### config.mk
export PLATFORM = sky130hd
export DESIGN_NAME = addr_mem_ir_unit
export DESIGN_NICKNAME = d
export VERILOG_FILES = /design/src/rtl/addr_mem_ir_unit.sv
export SDC_FILE = /design/constraint.sdc
export NUM_CORES = 2
export LEC_CHECK = 0
export BUFFER_PORTS_ARGS = -buffer_cell sky130_fd_sc_hd__clkbuf_2
export CORE_AREA = 2 2 482 723
export CTS_BUF_LIST = sky130_fd_sc_hd__clkbuf_4 sky130_fd_sc_hd__clkbuf_8
export DETAILED_ROUTE_END_ITERATION = 10
export DIE_AREA = 0 0 484 725
export RECOVER_POWER = 50
export SYNTH_ARGS = -nofsm -noshare
export SYNTH_HDL_FRONTEND = slang
export SYNTH_SLANG_ARGS = --single-unit
### constraint.sdc
create_clock -name clk -period 4.88 [get_ports clk]
set_input_delay 0.976 -clock clk [delete_from_list [all_inputs] [get_ports clk]]
set_output_delay 0.976 -clock clk [all_outputs]
set_load 0.005 [all_outputs]
### src/rtl/addr_mem_ir_unit.sv
// -----------------------------------------------------------------------------
// addr_mem_ir_unit
//   Address/fetch datapath of the 8-bit teaching CPU:
//     - address register file (AR, SP, PCpast, PC) with two combinational
//       read ports; port B doubles as the memory address,
//     - MEM_DEPTH x WIDTH RAM with synchronous write and combinational read,
//     - 16-bit instruction register loaded a byte at a time from the RAM.
//
// Ports
//   clk            system clock, all state changes on the rising edge
//   rst            synchronous active-high reset (ARF and IR only)
//   arf_i          ARF load data
//   arf_out_a_sel  ARF port A select (00=AR 01=SP 10=PCpast 11=PC)
//   arf_out_b_sel  ARF port B select, same encoding; drives memory address
//   arf_funsel     ARF op: 00 dec, 01 inc, 10 load, 11 clear
//   arf_r_sel      per-register enables: [3]=AR [2]=SP [1]=PCpast [0]=PC
//   mem_data       memory write data
//   mem_wr         1=write, 0=read
//   mem_cs         chip select, active low
//   ir_funsel      IR op: 00 dec, 01 inc, 10 load byte, 11 clear
//   ir_e           IR enable
//   ir_l_h         IR load half: 0=low byte, 1=high byte
//   arf_out_a      ARF port A
//   arf_out_b      ARF port B (memory address)
//   mem_out        memory read data (0 when not reading)
//   ir_out         IR contents
// -----------------------------------------------------------------------------
module addr_mem_ir_unit #(
  parameter int MEM_DEPTH = 256,
  parameter int WIDTH     = 8
) (
  input  logic               clk,
  input  logic               rst,
  input  logic [WIDTH-1:0]   arf_i,
  input  logic [1:0]         arf_out_a_sel,
  input  logic [1:0]         arf_out_b_sel,
  input  logic [1:0]         arf_funsel,
  input  logic [3:0]         arf_r_sel,
  input  logic [WIDTH-1:0]   mem_data,
  input  logic               mem_wr,
  input  logic               mem_cs,
  input  logic [1:0]         ir_funsel,
  input  logic               ir_e,
  input  logic               ir_l_h,
  output logic [WIDTH-1:0]   arf_out_a,
  output logic [WIDTH-1:0]   arf_out_b,
  output logic [WIDTH-1:0]   mem_out,
  output logic [2*WIDTH-1:0] ir_out
);

  logic [WIDTH-1:0]   ar;
  logic [WIDTH-1:0]   sp;
  logic [WIDTH-1:0]   pc_past;
  logic [WIDTH-1:0]   pc;
  logic [2*WIDTH-1:0] ir;

  // Contents start at zero and are deliberately untouched by rst.
  logic [WIDTH-1:0] mem [MEM_DEPTH] = '{default: '0};

  logic mem_rd;
  logic mem_we;

  function automatic logic [WIDTH-1:0] arf_next(input logic [WIDTH-1:0] cur,
                                                input logic [1:0]       op,
                                                input logic [WIDTH-1:0] din);
    logic [WIDTH-1:0] nxt;
    case (op)
      2'b00:   nxt = cur - 1'b1;
      2'b01:   nxt = cur + 1'b1;
      2'b10:   nxt = din;
      default: nxt = '0;
    endcase
    return nxt;
  endfunction

  function automatic logic [2*WIDTH-1:0] ir_next(input logic [2*WIDTH-1:0] cur,
                                                 input logic [1:0]         op,
                                                 input logic               high,
                                                 input logic [WIDTH-1:0]   byte_in);
    logic [2*WIDTH-1:0] nxt;
    case (op)
      2'b00:   nxt = cur - 1'b1;
      2'b01:   nxt = cur + 1'b1;
      2'b10:   nxt = high ? {byte_in, cur[WIDTH-1:0]} : {cur[2*WIDTH-1:WIDTH], byte_in};
      default: nxt = '0;
    endcase
    return nxt;
  endfunction

  function automatic logic [WIDTH-1:0] arf_pick(input logic [1:0] sel,
                                                input logic [WIDTH-1:0] r_ar,
                                                input logic [WIDTH-1:0] r_sp,
                                                input logic [WIDTH-1:0] r_pcp,
                                                input logic [WIDTH-1:0] r_pc);
    logic [WIDTH-1:0] val;
    case (sel)
      2'b00:   val = r_ar;
      2'b01:   val = r_sp;
      2'b10:   val = r_pcp;
      default: val = r_pc;
    endcase
    return val;
  endfunction

  // Combinational read side: both ARF ports and the memory read all reflect
  // pre-edge state, so an IR load in the same cycle as a PC increment fetches
  // from the old PC.
  always_comb begin
    arf_out_a = arf_pick(arf_out_a_sel, ar, sp, pc_past, pc);
    arf_out_b = arf_pick(arf_out_b_sel, ar, sp, pc_past, pc);
  end

  assign mem_rd  = !mem_cs && !mem_wr;
  assign mem_we  = !mem_cs &&  mem_wr;
  assign mem_out = mem_rd ? mem[arf_out_b] : '0;
  assign ir_out  = ir;

  // Memory write is independent of rst: a write coinciding with reset lands.
  always_ff @(posedge clk) begin
    if (mem_we) mem[arf_out_b] <= mem_data;
  end

  // Register state: all enabled ARF registers share one operation.
  always_ff @(posedge clk) begin
    if (rst) begin
      ar      <= '0;
      sp      <= '0;
      pc_past <= '0;
      pc      <= '0;
      ir      <= '0;
    end else begin
      if (arf_r_sel[3]) ar      <= arf_next(ar,      arf_funsel, arf_i);
      if (arf_r_sel[2]) sp      <= arf_next(sp,      arf_funsel, arf_i);
      if (arf_r_sel[1]) pc_past <= arf_next(pc_past, arf_funsel, arf_i);
      if (arf_r_sel[0]) pc      <= arf_next(pc,      arf_funsel, arf_i);
      if (ir_e)         ir      <= ir_next(ir, ir_funsel, ir_l_h, mem_out);
    end
  end

endmodule

==> summary.md <==
| Metric | Value |
|---|---|
| Run status | complete, but fails checks |
| Violated checks | max-capacitance violations, max-slew violations, negative setup slack |
| Number of global-route vias before repair | 53000 |
| Antenna-violating nets left | 0 |
| Clock Skews | slightly below 80 ps |
| Total wire length | approximately 280000 um |
| Post-Syn Instances | ~5100 |
| Die extent in y | 725 um |
| Ys flop type | edfxtp_1 |
| Num rows | 264 |
| CTS tree | done |
| M2 GR Usage | between 20% and 30% |
| H-tree Lvls | 5 |
| Root Driver | clkbuf_8 |
| Hold_buf cts | 0 |
| Leak Pwr | around 35 nW |
| YS warnings | 0 |
| Final setup margin | -827 ps |
| Max-Cap Viols | 11 |
| Ys async rst share | 0% |
| Core area | around 340000 um^2 |
| Initial drt markers | around 5400 |
| Final slew viol count | 831 |
| RSZ-0062 raised after global routing | yes |
| Drt wl/cell | about 26 um |
| Tot GR Track Use | ~15% |
| Detailed Place HPWL | ~190000 um |
| DRT Pass-1 Iters | 6 |
| #FFs+latches synth | ~2100 |
| Pwr dens | about 380 nW/um^2 |
| Worst-Margin Slew | approximately 5600 ps |
| Grt met3 use | 2.85% |
| Post-synth EDFFs | approximately 2000 |
| Fmax | roughly 0.18 GHz |
| Worst setup SP type | flip-flop |
| Met1 Usage GRT | 16.2% |
| Slew headroom | -277% |
| Port bufs | 73 |
| # IOs | 74 |
| Design area | 105000 um^2 |
| Max IR drop VDD | between 0.00015 and 0.0002 V |
| Synth Cell Area | about 86000 um^2 |
| Hold Worst Slack | ~450 ps |
| Crit end category | output port |
| Critical hold path startpoint | ir_e |
| Post-layout min period | roughly 5700 ps |
| Largest net degree at the start of global routing | ~110 |
| Global-route wire length before repair | ~400000 um |
| Layout Nets | around 6200 |
| Synthesized Nets | approximately 5100 |
| Final hold vios | 0 |
| Placement-stage cell area | between 90000 and 100000 um^2 |
| Crit share post-route | 117% |
| Top Usage Layer GRT | met2 |
| Crit Path Max Fanout | 5 |
| CP startpoint | ar[0] |
| Synth cell types | 90 |
| Clk Latency, worst-skew pair | ~990 ps |
| Setup WS pre-CTS | -1980 ps |
| CP Data Required Time | 3900 ps |
| Sequential fraction of the synthesis area | between 70% and 80% |
| # setup viols final | approximately 770 |
| Final global-route overflow total | 0 |
| # clock sinks | 2096 |
| Avg Cell Area, Syn | 16.9 um^2 |
| Crit path kind | reg2out |
| Initial antenna violation count | 10 |
| Die X | around 480 um |
| Drt drc | 0 |
| Fillers | roughly 34000 |
| Layout Area Growth over Synthesis | 22.8% |
| Crit path DAT | 4730 ps |
| Die area | around 350000 um^2 |
| Reg2reg start | ar[1] |
| Layout cell share with drive strength beyond 1 | slightly below 30% |
| Post-DR vias/cell | 4.82 |
| Max clock buf depth | 4 |
| DR vias | approximately 52000 |
| Most frequent cells in the layout | edfxtp_1 (2048), buf_4 (782), nand2_1 (480), mux2i_1 (454), nor2_1 (378) |
| Most common cell after layout, fill and taps aside | edfxtp_1 |
| Hold WC Path Type | in2reg |
| Initial Utilization | around a quarter |
| Worst-path clk slew | ~70 ps |
| CTS buffer count | slightly below 300 |
| GPL Wtd Cong | ~0.96 |
flip-flops by register name, summed over array words and instances (netlist names):
register / cells
mem: 2048
ir_out: 16
ar: 8
pc: 8
pc_past: 8
sp: 8
cell families (layout without fill, tap and decap cells):
logic type,Yosys count,count (layout),share of synthesized area [%]
compound gates,635,635,5.27
xor+xnor,33,33,0.337
fa+ha+maj,43,43,0.671
buf+inv,348,1574,2.83
flops,2096,2096,72.8
mux,708,708,11.9
other cells,0,6,0
simple gates,1208,1208,6.22
synth_stat cells, drive strengths merged (10+ instances only):
master  number  area, um^2
a211oi      96         721
a311oi      41         365
o211ai      19         148
a21oi      116         581
nor3        28         140
ha          38         475
and3        17         106
and2        47         294
mux4       242        5530
inv         30         113
nor2       390        1460
nand4       31         194
buf        218        1940
nand2b      15        93.8
xnor2       26         228
mux2i      463        4630
a31oi       62         388
edfxtp    2048       61500
dfxtp       48         961
a21o        14         105
a32o        13         130
a22o        10        87.6
nand2      487        1830
clkbuf      98         368
a32oi       19         166
a221oi      14         123
a22oi       80         601
a311o       14         140
nand3       77         385
nor2b       63         394
o22ai       22         144
nor4        11        81.3
o21ai       51         255
per-stage QoR:
| stage | util (%) | setup TNS [ps] | instances | power, W |
|---|---|---|---|---|
| final | 30.6 | -173830 | 10800 | 0.0397 |
| after CTS | 30.6 | -5590 | 10800 | 0.0398 |
| after global routing | 30.6 | -290930 | 10800 | 0.0407 |
| after detailed placement | 28.2 | -19650 | 10200 | 0.0254 |
| after global placement | 28.2 | -20330 | 10200 | 0.0254 |
| after floorplan | - | 0 | 5071 | 0.0228 |
critical path, cell delays in order, from the launching register on:
cell,delay [ps]
dfxtp_2,340
inv_2,50
mux4_4,610
buf_12,190
buf_6,160
inv_16,80
buf_12,130
mux4_1,560
mux2i_1,510
o22ai_1,170
or4_4,470
nand3_1,130
or4_4,150
nor4b_4,80
buf_2,170
worst paths after layout:
kind | endpoint | cells after the start | slack, ps
max reg2reg | ir_out[2] | 21 | 480
min reg2reg | pc[5] | 2 | 540
min | ir_out[15] | 3 | 450
max | mem_out[0] | 14 | -830
report_power, final:
group / total, W / internal [W] / switching [W]
registers: 0.0199 / 0.0198 / 0.0000439
clock network: 0.0139 / 0.00710 / 0.00682
logic: 0.00590 / 0.00238 / 0.00352
total: 0.0397 / 0.0293 / 0.0104
layer usage:
metal	part of all wire, %	routed length, um
met1	34	94300
met2	51	141000
met3	7.0	19600
met4	8.5	23900
met5	0.017	47
timing repair:
action / CTS / global route
endpoints found under the setup margin: 10 / 8
gates resized for setup: 273 / 55
cloned: 20 / 1
pin swaps: 49 / 39
buffers inserted: 73 / 16
layout make-up:
cell class / instances / area [um^2] / share of cell area, %
Multi-Input combinational cell: 2627 / 21900 / 20.8
Sequential cell: 2096 / 62500 / 59.3
Clock buffer: 373 / 4660 / 4.42
Timing Repair inverter: 3 / 56.3 / 0.0534
Timing Repair Buffer: 1033 / 9390 / 8.91
Antenna cell: 6 / 15.0 / 0.0142
Clock inverter: 133 / 1080 / 1.02
Inverter: 32 / 164 / 0.156
Tap cell: 4522 / 5660 / 5.37
Note: power is estimated with default switching activity, not from simulation.
